===== src/rtl/light_board_sequencer_if.sv =====
// light_board_sequencer_if: control inputs and board-drive outputs of the light board sequencer.
interface light_board_sequencer_if #(
    parameter int NUM_BOARDS = 4,
    parameter int SEL_W      = 2,
    parameter int MODE_W     = 2,
    parameter int DWELL_W    = 16
);
    logic                         enable;
    logic [DWELL_W-1:0]           dwell_cycles;
    logic [NUM_BOARDS-1:0]        req;
    logic [NUM_BOARDS*MODE_W-1:0] mode_cfg;
    logic [NUM_BOARDS-1:0]        board_en;
    logic [SEL_W-1:0]             board_sel;
    logic [MODE_W-1:0]            mode;
    logic                         override_active;
    logic                         wrap_pulse;
    modport master (
        output enable, dwell_cycles, req, mode_cfg,
        input  board_en, board_sel, mode, override_active, wrap_pulse
    );
    modport slave (
        input  enable, dwell_cycles, req, mode_cfg,
        output board_en, board_sel, mode, override_active, wrap_pulse
    );
endinterface


===== src/rtl/light_board_sequencer.sv =====
// light_board_sequencer: round-robin one-hot board enable with per-board dwell and lowest-index override.
// Optional LB_MODE_ROTATE_EN adds a mode offset that advances on every scan wrap.
module light_board_sequencer #(
    parameter int NUM_BOARDS = 4,
    parameter int SEL_W      = 2,
    parameter int MODE_W     = 2,
    parameter int DWELL_W    = 16
) (
    input logic clk,
    input logic rst,
    light_board_sequencer_if.slave bus
);
    localparam logic [1:0] S_IDLE = 2'd0, S_SCAN = 2'd1, S_OVR = 2'd2;
    logic [1:0]            r_state, w_state;
    logic [SEL_W-1:0]      r_sel, w_sel, r_saved_sel, w_saved_sel, w_req_idx;
    logic [DWELL_W-1:0]    r_cnt, w_cnt, r_dwell_last, w_dwell_last, w_dwell_new;
    logic [NUM_BOARDS-1:0] r_board_en;
    logic [MODE_W-1:0]     r_mode, w_mode, w_mode_base;
    logic                  r_ovr, r_wrap, w_wrap, w_req_any, w_last, w_expire;
    assign w_req_any   = |bus.req;
    assign w_last      = r_sel == SEL_W'(NUM_BOARDS - 1);
    assign w_expire    = r_cnt == r_dwell_last;
    assign w_dwell_new = (bus.dwell_cycles == '0) ? '0 : bus.dwell_cycles - 1'b1;
    // downward scan so the lowest set request is written last
    always_comb begin
        w_req_idx = '0;
        for (int i = NUM_BOARDS - 1; i >= 0; i--)
            if (bus.req[i]) w_req_idx = SEL_W'(i);
    end
    always_comb begin
        w_state      = r_state;
        w_sel        = r_sel;
        w_saved_sel  = r_saved_sel;
        w_cnt        = r_cnt;
        w_dwell_last = r_dwell_last;
        w_wrap       = 1'b0;
        if (!bus.enable) begin
            w_state     = S_IDLE;
            w_sel       = '0;
            w_saved_sel = '0;
            w_cnt       = '0;
        end else if (r_state == S_IDLE) begin
            w_state      = w_req_any ? S_OVR : S_SCAN;
            w_sel        = w_req_any ? w_req_idx : '0;
            w_saved_sel  = '0;
            w_cnt        = '0;
            w_dwell_last = w_dwell_new;
        end else if (r_state == S_SCAN) begin
            if (w_req_any) begin
                w_state     = S_OVR;
                w_sel       = w_req_idx;
                w_saved_sel = r_sel;
            end else if (w_expire) begin
                w_sel        = w_last ? '0 : r_sel + 1'b1;
                w_cnt        = '0;
                w_dwell_last = w_dwell_new;
                w_wrap       = w_last;
            end else begin
                w_cnt = r_cnt + 1'b1;
            end
        end else if (w_req_any) begin
            w_sel = w_req_idx;
        end else begin
            // interrupted board resumes with a fresh full dwell
            w_state      = S_SCAN;
            w_sel        = r_saved_sel;
            w_cnt        = '0;
            w_dwell_last = w_dwell_new;
        end
    end
    assign w_mode_base = bus.mode_cfg[w_sel*MODE_W +: MODE_W];
`ifdef LB_MODE_ROTATE_EN
    logic [MODE_W-1:0] r_mode_ofs, w_mode_ofs;
    assign w_mode_ofs = (w_state == S_IDLE) ? '0 : r_mode_ofs + MODE_W'(w_wrap);
    assign w_mode     = w_mode_base + w_mode_ofs;
    always_ff @(posedge clk) begin
        if (rst) r_mode_ofs <= '0;
        else     r_mode_ofs <= w_mode_ofs;
    end
`else
    assign w_mode = w_mode_base;
`endif
    always_ff @(posedge clk) begin
        if (rst) begin
            r_state      <= S_IDLE;
            r_sel        <= '0;
            r_saved_sel  <= '0;
            r_cnt        <= '0;
            r_dwell_last <= '0;
            r_board_en   <= '0;
            r_mode       <= '0;
            r_ovr        <= 1'b0;
            r_wrap       <= 1'b0;
        end else begin
            r_state      <= w_state;
            r_sel        <= w_sel;
            r_saved_sel  <= w_saved_sel;
            r_cnt        <= w_cnt;
            r_dwell_last <= w_dwell_last;
            r_board_en   <= (w_state == S_IDLE) ? '0 : NUM_BOARDS'(1) << w_sel;
            r_mode       <= (w_state == S_IDLE) ? '0 : w_mode;
            r_ovr        <= w_state == S_OVR;
            r_wrap       <= w_wrap;
        end
    end
    assign bus.board_en        = r_board_en;
    assign bus.board_sel       = r_sel;
    assign bus.mode            = r_mode;
    assign bus.override_active = r_ovr;
    assign bus.wrap_pulse      = r_wrap;
endmodule


===== src/flat_wrapper.sv =====
// flat-port wrapper written by rule: the top's interface ports become plain ports
module light_board_sequencer_flat 
#(
    parameter int NUM_BOARDS = 4,
    parameter int SEL_W      = 2,
    parameter int MODE_W     = 2,
    parameter int DWELL_W    = 16
)
  (clk, rst, bus_enable, bus_dwell_cycles, bus_req, bus_mode_cfg, bus_board_en, bus_board_sel, bus_mode, bus_override_active, bus_wrap_pulse);
  light_board_sequencer_if #(.NUM_BOARDS(NUM_BOARDS), .SEL_W(SEL_W), .MODE_W(MODE_W), .DWELL_W(DWELL_W)) bus_i ();
  input logic clk;
  input logic rst;
  input wire logic [$bits(bus_i.enable)-1:0] bus_enable;
  input wire logic [$bits(bus_i.dwell_cycles)-1:0] bus_dwell_cycles;
  input wire logic [$bits(bus_i.req)-1:0] bus_req;
  input wire logic [$bits(bus_i.mode_cfg)-1:0] bus_mode_cfg;
  output wire logic [$bits(bus_i.board_en)-1:0] bus_board_en;
  output wire logic [$bits(bus_i.board_sel)-1:0] bus_board_sel;
  output wire logic [$bits(bus_i.mode)-1:0] bus_mode;
  output wire logic [$bits(bus_i.override_active)-1:0] bus_override_active;
  output wire logic [$bits(bus_i.wrap_pulse)-1:0] bus_wrap_pulse;
  assign bus_i.enable = bus_enable;
  assign bus_i.dwell_cycles = bus_dwell_cycles;
  assign bus_i.req = bus_req;
  assign bus_i.mode_cfg = bus_mode_cfg;
  assign bus_board_en = bus_i.board_en;
  assign bus_board_sel = bus_i.board_sel;
  assign bus_mode = bus_i.mode;
  assign bus_override_active = bus_i.override_active;
  assign bus_wrap_pulse = bus_i.wrap_pulse;
  light_board_sequencer #(.NUM_BOARDS(NUM_BOARDS), .SEL_W(SEL_W), .MODE_W(MODE_W), .DWELL_W(DWELL_W)) u_core (.clk(clk), .rst(rst), .bus(bus_i));
endmodule

===== config.mk =====
export PLATFORM = sky130hd
export DESIGN_NAME = light_board_sequencer_flat
export DESIGN_NICKNAME = d
export VERILOG_FILES = /design/src/rtl/light_board_sequencer_if.sv /design/src/rtl/light_board_sequencer.sv /design/src/flat_wrapper.sv
export SDC_FILE = /design/constraint.sdc
export NUM_CORES = 1
export LEC_CHECK = 0
export ABC_AREA = 1
export ABC_CLOCK_PERIOD_IN_PS = 1900
export CAP_MARGIN = 40
export CORE_ASPECT_RATIO = 1.75
export CORE_MARGIN = 3
export CORE_UTILIZATION = 40
export CTS_BUF_LIST = sky130_fd_sc_hd__clkbuf_8 sky130_fd_sc_hd__clkbuf_16
export DETAILED_ROUTE_END_ITERATION = 8
export DONT_BUFFER_PORTS = 1
export GPL_TIMING_DRIVEN = 0
export PLACE_DENSITY = 0.64
export SYNTH_ARGS = -nofsm -noshare
export SYNTH_HDL_FRONTEND = slang
export SYNTH_SLANG_ARGS = --single-unit

===== constraint.sdc =====
create_clock -name clk -period 1.9 [get_ports clk]
set_input_delay 0.57 -clock clk [delete_from_list [all_inputs] [get_ports clk]]
set_output_delay 0.57 -clock clk [all_outputs]
set_load 0.02 [all_outputs]

==> results of run 1 <==
-- stage by stage --
step / power, mW / setup TNS (ns) / std cells / area [sq um]
CTS: 2.19 / 0 / 498 / 3020
global placement: 1.31 / -1.40 / 490 / 2870
finish: 2.17 / 0 / 502 / 3140
floorplan: 1.26 / 0 / 408 / 2770
global route: 2.28 / -0.142 / 502 / 3140
detailed placement: 1.31 / -1.82 / 490 / 2870
-- layer usage --
layer	vias to the layer above	part of all wire, %	wire length, microns
met5	-	0	0
met4	0	1.6	105
met3	7	4.8	309
met2	60	56	3580
met1	1125	37	2390
li1	1329	-	-
-- layout make-up --
type / instances / area, sq um / share of cell area, %
inverter: 65 / 249 / 7.93
multi-input combinational: 291 / 1610 / 51.4
clock inverter: 2 / 8.76 / 0.279
timing repair buffer: 4 / 30.0 / 0.957
sequential: 46 / 947 / 30.2
clock buffer: 6 / 139 / 4.43
buffer: 6 / 48.8 / 1.56
tap: 82 / 103 / 3.27
-- cells in the final DEF (no fill, tap or decap), types with 8 or more instances in the layout --
cell type	count
a21oi_1	24
dfxtp_1	33
dfxtp_2	9
inv_1	58
nand2_1	97
nand3_1	20
nor2_1	44
nor2_2	8
nor3_1	12
o21ai_0	14
-- kinds of logic (layout without fill, tap and decap cells) --
family / after synthesis / in the layout / synth area share, %
and+or+nand+nor: 218 / 218 / 37.0
xor gates and xnor gates: 8 / 8 / 2.53
buffers and inverters: 71 / 83 / 10.8
DFF: 46 / 46 / 33.3
AOI/OAI and AO/OA: 61 / 61 / 14.7
adders and majority gates: 4 / 4 / 1.81
-- worst max-delay path by stage --
| stage | start | to | slack [ns] | depth (start not counted) |
|---|---|---|---|---|
| 2_1_floorplan | bus_dwell_cycles[0] | u_core.r_dwell_last[6] | 0.09 | 8 |
| 3_3_place_gp | bus_dwell_cycles[0] | u_core.r_dwell_last[6] | -0.18 | 8 |
| 4_1_cts | u_core.r_cnt[6] | u_core.r_cnt[4] | 0.005 | 12 |
| 3_5_place_dp | bus_dwell_cycles[0] | u_core.r_dwell_last[8] | -0.25 | 8 |
| 6_report | u_core.r_cnt[0] | u_core.r_cnt[14] | 0.06 | 11 |
| 5_1_grt | u_core.r_cnt[0] | u_core.r_cnt[14] | -0.07 | 11 |
-- power breakdown --
group          switching (mW)  leakage (nW)  internal [mW]
clock network           0.365        0.0780          0.516
logic                   0.165         0.839         0.0988
registers              0.0302         0.383          0.996
total                   0.561          1.30           1.61
-- Yosys cell counts, drive strengths merged, types with 3 or more instances --
library cell | instances | area (sq um)
a211oi | 11 | 118
a21oi | 25 | 136
a31oi | 4 | 25.0
buf | 3 | 33.8
clkbuf | 3 | 15.0
dfxtp | 46 | 921
ha | 4 | 50.1
inv | 64 | 240
nand2 | 111 | 467
nand3 | 23 | 130
nand4 | 5 | 31.3
nor2 | 56 | 240
nor3 | 17 | 111
o21ai | 15 | 78.8
xor2 | 6 | 52.6
-- registers in the layout, summed over array words and instances, names as in the netlist --
name                        cells
u_core.bus.board_sel            2
u_core.r_state                  2
u_core.bus.override_active      1
u_core.bus.board_en             4
u_core.bus.wrap_pulse           1
u_core.bus.mode                 2
u_core.r_saved_sel              2
u_core.r_dwell_last            16
u_core.r_cnt                   16
-- worst max-delay path, stage by stage, from the launching register on --
cell,delay [ns]
dfxtp_4,0.37
ha_4,0.14
nand2_2,0.07
nor3_4,0.21
nand3_2,0.13
nor2_4,0.14
nand2_2,0.09
nor2_4,0.13
nand2_2,0.08
nor2_2,0.12
nand2_1,0.07
a211oi_2,0.19
-- repair_timing --
action,CTS,global route
hold buffers,0,0
endpoints found under the setup margin,9,26
setup buffers,0,4
pin swaps,0,7
gates cloned,0,0
gates resized for setup,4,27
==> metrics.md, run 1 <==
| Metric | Value |
|---|---|
| Ys async rst share | `0%` |
| # clock sinks | `46` |
| Post-synth EDFFs | `0` |
| WL/cell | `~13 microns` |
| Total global-route track usage | `around 17%` |
| Die area | `7990 sq um` |
| DRT antenna net count | `0` |
| Power Density | `approximately 700 nW/um^2` |
| Worst Setup Slack, final | `approximately 0.063 ns` |
| Fin util | `47.3%` |
| Fill count | `just over 700` |
| Clock Pin Slew Worst Setup and Hold Paths | `~0.060 ns` |
| Pre-CTS setup slack | `-0.254 ns` |
| Drt first pass iters | `4` |
| VDD IR max | `~0.34 mV` |
| Most used DFF post-synth | `dfxtp_1` |
| Sequential element share of the synthesized area | `~33%` |
| Clock root cell | `clkbuf_16` |
| Grt met2 use | `about a third` |
| Critical path class | `flip-flop to flip-flop` |
| Crit path DAT | `between 2 and 2.5 ns` |
| Layout cell share with drive strength beyond 1 | `a little under a fifth` |
| Vias in the first global route | `roughly 2400` |
| Least-Margin Pin Slew | `slightly below 0.7 ns` |
| Via-per-instance ratio | `between 5 and 6` |
| Largest net degree at the start of global routing | `14` |
| Syn-to-layout area delta | `13.4%` |
| DP HPWL | `5000 microns` |
| Drt drc | `0` |
| Final WL | `6380 microns` |
| Overflow after GRT | `0` |
| Maxcap violations | `0` |
| Pins Over Slew Limit | `0` |
| Worst r2r path cells | `11` |
| Synth Net Count | `roughly 440` |
| RSZ-0062 raised after global routing | `true` |
| Layout Skew | `0.00560 ns` |
| Ports | `between 40 and 50` |
| Worst r2r src | `u_core.r_cnt[0]` |
| Die Ht | `~120 microns` |
| R2r setup slk | `roughly 0.063 ns` |
| Period utilization | `between 90% and 100%` |
| Final setup fails | `0` |
| Antenna diode count | `0` |
| Syn Inst Count | `408` |
| Met3 Usage GRT | `3.39%` |
| Flops & latches, synth | `46` |
| Synth cell types | `38` |
| Worst Path Required | `2.11 ns` |
| Hold depth | `2` |
| Final min period | `between 1.5 and 2 ns` |
| Slew Limit Headroom | `about 55%` |
| Final #Nets | `between 400 and 500` |
| CTS tree | `built` |
| Hold Path Origin | `bus_enable` |
| Status | `finished clean` |
| Hold Path End | `u_core.bus.board_en[3]` |
| Mapped cell area | `between 2000 and 3000 sq um` |
| Worst Hold Slack | `between 0.4 and 0.5 ns` |
| First-pass GRT wire length | `approximately 10000 microns` |
| Worst hold path class | `primary input to flip-flop` |
| Number of buffers created by CTS | `5` |
| YS warnings | `0` |
| Initial antenna violation count | `0` |
| Grt peak-use layer | `met2` |
| Crit-path max FO | `4` |
| Worst reg2reg endpoint | `u_core.r_cnt[14]` |
| Final GP Congestion | `between 0.7 and 0.8` |
| Row Count | `39` |
| Final Hold Viols | `0` |
| Max frequency | `approximately 540 MHz` |
| IO Port Bufs | `0` |
| Die width | `~69 microns` |
| Syn avg cell area | `just under 7 sq um` |
| DR vias | `around 2500` |
| H-tree depth | `2` |
| M1 GR Usage | `between 10% and 20%` |
| Clock latency on the worst-skew pair | `0.29 ns` |
| Clk buf depth | `2` |
| Leak | `about 1.3 nW` |
| Core area | `6640 sq um` |
| CP Launch Type | `flip-flop` |
| Starting DRT DRC Count | `77` |
| Initial Util | `41.7%` |
| Crit. End Element | `flip-flop` |
No activity file was read; power rests on OpenSTA's default activity.
==> inputs of run 2 (changes only) <==
- CTS_BUF_LIST: sky130_fd_sc_hd__clkbuf_8 sky130_fd_sc_hd__clkbuf_16 -> unset
- SETUP_SLACK_MARGIN: unset -> 0.3
==> metrics.md, run 2 (synthesis gave the netlist of run 1 again) <==
| Metric | Value |
|---|---|
| Status | `finished clean` |
| Area of the multi-input gates | `1800 sq um (+12%)` |
| Starting DRT DRC Count | `100 (+30%)` |
| Max frequency | `569 MHz (+4.5%)` |
| Drt first pass iters | `4 (unchanged)` |
| Initial antenna violation count | `0 (unchanged)` |
| Largest net degree at the start of global routing | `17 (+3)` |
| Fin area | `3550 sq um (+13%)` |
| Layout Cells excl Fill | `520 (+3.6%)` |
| Initial Util | `41.7% (unchanged)` |
| # clock sinks | `46 (unchanged)` |
| Maxcap violations | `0 (unchanged)` |
| Number of buffers created by CTS | `5 (unchanged)` |
| Die Ht | `116 microns (unchanged)` |
| DRT antenna net count | `0 (unchanged)` |
| Overflow after GRT | `0 (unchanged)` |
| Antenna diode count | `0 (unchanged)` |
| First-pass GRT wire length | `10900 microns (+6.6%)` |
| Clk buf depth | `2 (unchanged)` |
| Period utilization | `92.5% (-4.2 points)` |
| Leak | `1.48 nW (+14%)` |
| CTS tree | `built` |
| Crit. End Element | `flip-flop` |
| Drt drc | `0 (unchanged)` |
| Vias in the first global route | `2497 (+5.5%)` |
| VDD IR max | `0.509 mV (+48%)` |
| Worst r2r path cells | `15 (+4)` |
| Hold Buf Count CTS | `0 (unchanged)` |
| DR vias | `2622 (+4.0%)` |
| Overall power | `2.25 mW (+3.5%)` |
| Clock latency on the worst-skew pair | `0.29 ns (about the same)` |
| Worst Path Required | `2.09 ns (-0.02 ns)` |
| Die width | `68.9 microns (unchanged)` |
| Clock root cell | `clkbuf_16` |
| CP Launch Type | `flip-flop` |
| Critical path class | `flip-flop to flip-flop` |
| Fin util | `53.5% (+6.2 points)` |
| H-tree depth | `2 (unchanged)` |
| IO Port Bufs | `0 (unchanged)` |
| Reg area | `968 sq um (+2.2%)` |
| DP HPWL | `4990 microns (about the same)` |
| Die area | `7990 sq um (unchanged)` |
| Final GP Congestion | `0.788 (+1.2%)` |
| Placed cell area | `2960 sq um (+3.2%)` |
| Ports | `41 (unchanged)` |
| Slew Limit Headroom | `56.2% (+1.5 points)` |
| Final #Nets | `472 (+4.0%)` |
| Least-Margin Pin Slew | `0.657 ns (-0.0224 ns)` |
| Hold depth | `2 (unchanged)` |
| # placed instances | `490 (unchanged)` |
| Power Density | `633 nW/um^2 (-8.5%)` |
| Fill count | `666 (-6.9%)` |
| Layout cell share with drive strength beyond 1 | `33.1% (+14 points)` |
| Final min period | `1.76 ns (-0.0795 ns)` |
| Highest-count cells in the layout ignoring fill and taps | `nand2_1 (90), inv_1 (49), nor2_1 (39), dfxtp_1 (28), a21oi_1 (17)` |
| Row Count | `39 (unchanged)` |
| Syn-to-layout area delta | `28.3%` |
| Total Neg Setup Slack | `0 ns (unchanged)` |
| Most common cell after layout, fill and taps aside | `nand2_1` |
| Crit-path max FO | `8 (+4)` |
| Final setup fails | `0 (unchanged)` |
| Crit path DAT | `1.95 ns (-0.10 ns)` |
| Layout Skew | `0.00816 ns (+0.00256 ns)` |
| Final Hold Viols | `0 (unchanged)` |
| Clock Pin Slew Worst Setup and Hold Paths | `0.07 ns (about the same)` |
| RSZ-0062 raised after global routing | `true` |
| Final WL | `6830 microns (+6.9%)` |
| WL/cell | `13.1 microns (+3.2%)` |
| Core area | `6640 sq um (unchanged)` |
| Worst hold path class | `primary input to flip-flop` |
| Via-per-instance ratio | `5.04 (+0.41%)` |
| Total global-route track usage | `17.9% (+1.0 points)` |
| Pins Over Slew Limit | `0 (unchanged)` |
==> run 2: critical path, stage by stage (launching register included) <==
cell	delay (ns)
dfxtp_4	0.37
buf_6	0.12
nand2_2	0.04
nand2_1	0.04
nor2_1	0.10
nand2_2	0.08
nor2_4	0.17
nand2_4	0.09
nand2_2	0.07
nand3_2	0.08
nand2_2	0.08
nand2_4	0.09
nand2_4	0.11
nand2_1	0.07
nand3_2	0.07
nand2_1	0.06
==> run 2: what timing repair did <==
item,in CTS,in global routing
gates cloned,1,1
pin swaps,23,30
endpoints found under the hold margin,0,0
setup endpoints to repair,39,41
resized for setup,43,47
buffers inserted,15,5
==> run 2: report_power, final <==
part           switching (mW)  internal [mW]  leakage (nW)
clock                   0.410          0.495        0.0704
sequential             0.0306          0.987         0.387
combinational           0.190          0.135          1.02
total                   0.631           1.62          1.48
==> run 2: stage by stage <==
step | hold WS (ns) | worst slack [ns]
2_1_floorplan | 0.441 | 0.234
3_3_place_gp | 0.456 | -0.0163
3_5_place_dp | 0.463 | -0.0470
4_1_cts | 0.404 | 0.126
5_1_grt | 0.403 | 0.0345
6_report | 0.407 | 0.143
==> run 2: area by class of cell <==
class / count / area share, %
inverter: 65 / 7.26
timing repair buffer: 22 / 5.78
tap: 82 / 2.89
clock buffer: 5 / 3.53
sequential: 46 / 27.3
clock inverter: 3 / 0.705
multi-input combinational: 291 / 50.8
buffer: 6 / 1.69
==> run 2: path summary, 6_finish.rpt <==
| path | startpoint | to | slack, ns |
|---|---|---|---|
| max | u_core.r_cnt[1] | u_core.bus.mode[1] | 0.14 |
| max reg2reg | u_core.r_cnt[1] | u_core.bus.mode[1] | 0.14 |
| min | bus_enable | u_core.bus.board_en[2] | 0.41 |
| min reg2reg | u_core.r_dwell_last[12] | u_core.r_dwell_last[12] | 0.46 |
==> run 2: layer usage <==
layer,GRT usage (%),up-vias,wire (microns)
met5,0,-,0
met1,17.1,1182,2430
met4,6.51,0,199
li1,-,1367,-
met2,35.1,62,3870
met3,3.88,11,328
